File: src/rtl/alu_pkg.sv
// Shared ALU definitions: default datapath width, status-word flag positions
// and the single-bit adder cells used by the carry-chain slices.
package alu_pkg;

    localparam int ALU_WIDTH = 64;

    localparam int FLAG_C = 0;
    localparam int FLAG_V = 1;
    localparam int FLAG_Z = 2;

    typedef struct packed {
        logic z;
        logic v;
        logic c;
    } alu_flags_t;

    // Returns {carry, sum}.
    function automatic logic [1:0] full_add(input logic x, input logic y, input logic ci);
        return {(x & y) | (ci & (x ^ y)), x ^ y ^ ci};
    endfunction

    function automatic logic [1:0] half_add(input logic x, input logic y);
        return {x & y, x ^ y};
    endfunction

endpackage

File: src/rtl/adder_slice.sv
// Combinational W-bit ripple-carry slice; also exposes the carry into its MSB
// so the final slice can derive signed overflow.
module adder_slice
    import alu_pkg::*;
#(
    parameter int W = 16
) (
    input  logic [W-1:0] a,
    input  logic [W-1:0] b,
    input  logic         c_in,
    output logic [W-1:0] sum,
    output logic         c_out,
    output logic         c_msb_in
);

    logic [W:0] carry;

    always_comb begin
        carry    = '0;
        sum      = '0;
        carry[0] = c_in;
        for (int i = 0; i < W; i++) begin
            {carry[i+1], sum[i]} = full_add(a[i], b[i], carry[i]);
        end
    end

    assign c_out    = carry[W];
    assign c_msb_in = carry[W-1];

endmodule

File: src/rtl/adder_pipelined.sv
// Pipelined WIDTH-bit adder/subtractor: the carry chain is cut into STAGES
// registered slices with a valid/ready handshake and per-stage backpressure.
module adder_pipelined
    import alu_pkg::*;
#(
    parameter int WIDTH  = ALU_WIDTH,
    parameter int STAGES = 4
) (
    input  logic             clk,
    input  logic             rst_n,
    input  logic             in_valid,
    output logic             in_ready,
    input  logic [WIDTH-1:0] a,
    input  logic [WIDTH-1:0] b,
    input  logic             c_in,
    input  logic             sub,
    output logic             out_valid,
    input  logic             out_ready,
    output logic [WIDTH-1:0] sum,
    output logic             c_out,
    output logic             overflow,
    output logic             zero
);

    localparam int SLICE = WIDTH / STAGES;

    if (STAGES < 1 || STAGES > WIDTH || (WIDTH % STAGES) != 0) begin : g_bad_cfg
        $error("adder_pipelined: WIDTH must be a multiple of STAGES, 1 <= STAGES <= WIDTH");
    end

    // Subtraction is a + ~b + 1; the carry-in port is ignored in that mode.
    logic [WIDTH-1:0] b_eff;
    logic             c_eff;
    assign b_eff = sub ? ~b : b;
    assign c_eff = sub | c_in;

    // rdy[k]: stage k may load this cycle (it is empty or its content moves on).
    logic [STAGES:0] rdy;
    assign rdy[STAGES] = out_ready;
    assign in_ready    = rdy[0];

    for (genvar k = 0; k < STAGES; k++) begin : g_stage
        localparam int REM = WIDTH - k * SLICE;

        logic             src_vld;
        logic             src_cy;
        logic [REM-1:0]   rem_a;
        logic [REM-1:0]   rem_b;
        logic [WIDTH-1:0] src_res;
        logic [WIDTH-1:0] nxt_res;
        logic [SLICE-1:0] s_sum;
        logic             s_cout;
        logic             s_cmsb;
        logic             vld_q;
        logic             cy_q;
        logic [WIDTH-1:0] res_q;

        if (k == 0) begin : g_src
            assign src_vld = in_valid;
            assign src_cy  = c_eff;
            assign rem_a   = a;
            assign rem_b   = b_eff;
            assign src_res = '0;
        end else begin : g_src
            assign src_vld = g_stage[k-1].vld_q;
            assign src_cy  = g_stage[k-1].cy_q;
            assign rem_a   = g_stage[k-1].g_ops.opa_q;
            assign rem_b   = g_stage[k-1].g_ops.opb_q;
            assign src_res = g_stage[k-1].res_q;
        end

        adder_slice #(.W(SLICE)) u_slice (
            .a        (rem_a[SLICE-1:0]),
            .b        (rem_b[SLICE-1:0]),
            .c_in     (src_cy),
            .sum      (s_sum),
            .c_out    (s_cout),
            .c_msb_in (s_cmsb)
        );

        always_comb begin
            nxt_res = src_res;
            nxt_res[k*SLICE +: SLICE] = s_sum;
        end

        assign rdy[k] = ~vld_q | rdy[k+1];

        // Data only moves with a real operation so idle X inputs never reach the outputs.
        always_ff @(posedge clk or negedge rst_n) begin
            if (!rst_n) begin
                vld_q <= 1'b0;
                cy_q  <= 1'b0;
                res_q <= '0;
            end else if (rdy[k]) begin
                vld_q <= src_vld;
                if (src_vld) begin
                    cy_q  <= s_cout;
                    res_q <= nxt_res;
                end
            end
        end

        if (k < STAGES - 1) begin : g_ops
            // Only the still-unprocessed upper operand bits travel onward.
            logic [REM-SLICE-1:0] opa_q;
            logic [REM-SLICE-1:0] opb_q;
            logic                 cmsb_unused;
            assign cmsb_unused = s_cmsb;

            always_ff @(posedge clk or negedge rst_n) begin
                if (!rst_n) begin
                    opa_q <= '0;
                    opb_q <= '0;
                end else if (rdy[k] && src_vld) begin
                    opa_q <= rem_a[REM-1:SLICE];
                    opb_q <= rem_b[REM-1:SLICE];
                end
            end
        end else begin : g_flags
            logic zero_q;
            logic ovf_q;

            always_ff @(posedge clk or negedge rst_n) begin
                if (!rst_n) begin
                    zero_q <= 1'b0;
                    ovf_q  <= 1'b0;
                end else if (rdy[k] && src_vld) begin
                    zero_q <= (nxt_res == '0);
                    ovf_q  <= s_cmsb ^ s_cout;
                end
            end
        end
    end

    assign out_valid = g_stage[STAGES-1].vld_q;
    assign sum       = g_stage[STAGES-1].res_q;
    assign c_out     = g_stage[STAGES-1].cy_q;
    assign overflow  = g_stage[STAGES-1].g_flags.ovf_q;
    assign zero      = g_stage[STAGES-1].g_flags.zero_q;

endmodule

File: config.mk
export PLATFORM = sky130hd
export DESIGN_NAME = adder_pipelined
export DESIGN_NICKNAME = d
export VERILOG_FILES = /design/src/rtl/alu_pkg.sv /design/src/rtl/adder_slice.sv /design/src/rtl/adder_pipelined.sv
export SDC_FILE = /design/constraint.sdc
export NUM_CORES = 1
export LEC_CHECK = 0
export CAP_MARGIN = 0
export CORE_UTILIZATION = 60
export DETAILED_ROUTE_END_ITERATION = 6
export PLACE_DENSITY = 0.95
export SYNTH_ARGS = -nofsm -noshare
export SYNTH_HDL_FRONTEND = slang
export SYNTH_SLANG_ARGS = --single-unit
File: constraint.sdc
create_clock -name clk -period 14.85 [get_ports clk]
set_input_delay 2.2275 -clock clk [delete_from_list [all_inputs] [get_ports clk]]
set_output_delay 2.2275 -clock clk [all_outputs]
set_load 0.02 [all_outputs]
==> results.md <==
- Status: finished, final reports clean
- Later-pin clock latency in the skew report: 0.51 ns
- CP Data Arrival Time: 9.70 ns
- Reg2reg start: g_stage[2].cy_q
- Nets@finish: 1438
- Via density: 5.450
- CP Capture Type: flop
- First-pass GRT wire length: approximately 50 mm
- Total negative setup slack: 0 ns
- Setup Buffers After CTS: 0
- Total track usage: 0.2467
- Reg2reg setup slack: 7.05 ns
- Clock transition at path regs: ~0.060 ns
- Max-Slew Margin vs Limit: 0.2194
- Area grow syn2layout: 22.20%
- Clock sink count: 362
- PortBufs: 202
- RSZ-0062 raised after global routing: no
- Final Hold Viols: 0
- Combinational share of power: 0.317
- DP HPWL: 21.11 mm
- Synth cell types: 25
- DR WL/cell: ~19 um
- Reg-to-reg endpoint: zero
- I/O pin total: roughly 200
- Worst Max-Slew Pin Slew: roughly 1.2 ns
- Hold Crit Class: flop to flop
- Largest net degree at the start of global routing: 201
- Sw Ratio: 0.3088
- Int Pwr: ~0.0025 W
- Non-Filler Cell Area, Final: 0.01881 mm^2
- Worst hold slack: 0.4753 ns
- GRT Residual Overflow: 0
- Fraction of layout cells with a size suffix above 1: 0.2797
- Synth warn: 0
- Clock share of power: 0.245
- Initial antenna violation count: 2
- Max Slew Vio Count: 0
- Vias: 8688
- Worst r2r path cells: 22
- Initial detailed-routing violation count: 414
- Highest Clock Rate: 0.1070 GHz
- Die Height: 162.2 um
- Seq/Total Area, Yosys: 0.5884
- Vias in the first global route: around 9500
- Hold endpoint: g_stage[1].res_q[31]
- Core area: approximately 0.025 mm^2
- Synthesized cell area: 0.01539 mm^2
- Pre-antenna DRT Iters: 4
- Dpl cells: 1531
- Crit path kind: input pin to flop
- Die Wd: ~160 um
- CTS Buf Count: 37
- Die Area: 0.02630 mm^2
- Drt drc: 0
- PD cells: 192.4 mW/mm^2
- Post-CTS Resized: 0
- Number of levels in the clock H-tree: 2
- Initial Util: 0.6113
- Fin cells: 1594
- Final period util: 0.6293
- Area post-placement: 0.01764 mm^2
- Synthesized area per cell: 14.75 um^2
- TritonCTS clock tree: done
- Post-Synthesis Net Count: 1242
- Hold path depth: 2
- Sequential Power Share: 0.438
- CTS Buffer Depth: 3
- CTS root buf: clkbuf_16
- P_sw: 0.001118 W
- Worst IR Drop VDD: 0.00009964 V
- Data required, critical path: 15.21 ns
- Hold path startpoint: g_stage[1].res_q[31]
- Rows: 58
- Number of synthesized register bits: 362
- Fin crit period: 9.344 ns
- Leak Pwr: 8.024 nW
- CP max FO: 29
- GP Congestion: about 0.79
- Clk_skew: 0.008486 ns
- Hold Buf Count CTS: 0
- Final setup vio count: 0
- Post-DRT Antenna Nets: 0
- Max_cap viols: 0
- Mapped Cells: approximately 1000
- Crit path launch type: input pin
- Total Routed Length: 30.71 mm
worst max path at each step:
stage	from	end	slack, ns	depth (start not counted)
4_1_cts	sub	g_stage[0].res_q[15]	5.46	21
3_5_place_dp	sub	g_stage[0].res_q[15]	4.94	21
2_1_floorplan	sub	g_stage[0].res_q[15]	5.30	22
5_1_grt	sub	g_stage[0].res_q[15]	5.20	21
6_report	sub	g_stage[0].res_q[15]	5.51	21
3_3_place_gp	sub	g_stage[0].res_q[15]	5.03	21
cell type report:
class                           instances  area [um^2]
Fill cell                            1488         6369
Inverter                               37        138.9
Timing Repair Buffer                  209         2090
Tap cell                              330        412.9
Sequential cell                       362         9059
Clock inverter                          8        71.32
Antenna cell                            2        5.005
Multi-Input combinational cell        593         5938
Clock buffer                           53         1099
registers in the layout (all words and copies together), names as in the netlist:
| name | cells |
|---|---|
| overflow | 1 |
| g_stage.cy_q | 3 |
| g_stage.g_ops.opb_q | 96 |
| g_stage.res_q | 96 |
| out_valid | 1 |
| g_stage.g_ops.opa_q | 96 |
| sum | 64 |
| c_out | 1 |
| g_stage.vld_q | 3 |
| zero | 1 |
synthesized netlist by cell type:
library cell | n | area [um^2]
xnor2_1 | 62 | 543.0
mux2_2 | 285 | 3209
or4_1 | 1 | 7.510
clkbuf_1 | 5 | 18.77
nor4_1 | 15 | 93.84
nand4_1 | 3 | 18.77
nand4b_1 | 1 | 8.760
dfrtp_1 | 362 | 9059
o21ai_1 | 8 | 40.04
nor4b_1 | 1 | 8.760
o21bai_1 | 1 | 7.510
xor2_1 | 3 | 26.28
nor2_1 | 4 | 15.01
o21ai_2 | 1 | 8.760
nand2_1 | 75 | 281.5
fa_1 | 64 | 1281
or2_2 | 1 | 6.260
a32o_1 | 1 | 10.01
buf_4 | 13 | 97.59
buf_2 | 33 | 165.2
a21oi_1 | 2 | 10.01
buf_6 | 1 | 11.26
o21ai_0 | 63 | 315.3
nand2b_1 | 2 | 12.51
inv_1 | 37 | 138.9
critical path, cell delays in order:
cell and delay (ns):
buf_4 0.40, xnor2_1 0.17, fa_1 0.40, fa_1 0.44, fa_1 0.43, fa_1 0.45
fa_1 0.44, fa_1 0.43, fa_1 0.43, fa_1 0.42, fa_1 0.43, fa_1 0.42
fa_1 0.42, fa_1 0.45, fa_1 0.43, fa_1 0.39, inv_1 0.08, fa_1 0.16
inv_1 0.06, fa_1 0.51, o21ai_1 0.07
through the flow:
| step | setup slack [ns] | utilization | total power, W |
|---|---|---|---|
| floorplan | 5.299 | - | 0.002241 |
| global placement | 5.028 | 0.7004 | 0.002663 |
| detailed placement | 4.940 | 0.7004 | 0.002748 |
| CTS | 5.457 | 0.7469 | 0.003660 |
| global route | 5.201 | 0.7471 | 0.003825 |
| finish | 5.506 | 0.7471 | 0.003619 |
power groups by stage:
| stage | sequential [W] | combinational, W | clock [W] |
|---|---|---|---|
| 2_1_floorplan | 0.00163 | 0.000613 | 0 |
| 3_3_place_gp | 0.00157 | 0.00109 | 0 |
| 3_5_place_dp | 0.00160 | 0.00115 | 0 |
| 4_1_cts | 0.00159 | 0.00116 | 0.000906 |
| 5_1_grt | 0.00163 | 0.00125 | 0.000946 |
| 6_report | 0.00159 | 0.00115 | 0.000887 |
layout by cell type (no fill, tap or decap), drive strengths merged, types with 2 or more instances in the layout:
cell           netlist  layout
dfrtp              362     362
mux2               285     285
clkdlybuf4s50        0     200
nand2               75      75
o21ai               72      72
fa                  64      64
xnor2               62      62
clkbuf               5      53
inv                 37      38
nor4                15      15
buf                 47       9
clkinv               0       5
nor2                 4       4
xor2                 3       3
nand4                3       3
diode                0       2
nand2b               2       2
a21oi                2       2
cells by family (layout without fill, tap and decap cells):
group	count (synthesis)	count (layout)	synth area share
flip-flops	362	362	0.5884
multiplexers	285	285	0.2085
AND/OR/NAND/NOR	103	103	0.02942
buffers and inverters	89	307	0.02804
AO/OA/AOI/OAI	76	76	0.02544
XOR/XNOR	65	65	0.03698
adder cells (fa/ha/maj)	64	64	0.08323
other	0	2	0
routing by layer:
metal,global-route usage,vias up,routed length [um]
met3,0.03473,60,1072
met1,0.3157,4507,12580
met2,0.4329,195,16270
li1,-,3926,-
met4,0.08533,0,780
met5,0,-,0
No activity file was read; power rests on OpenSTA's default activity.
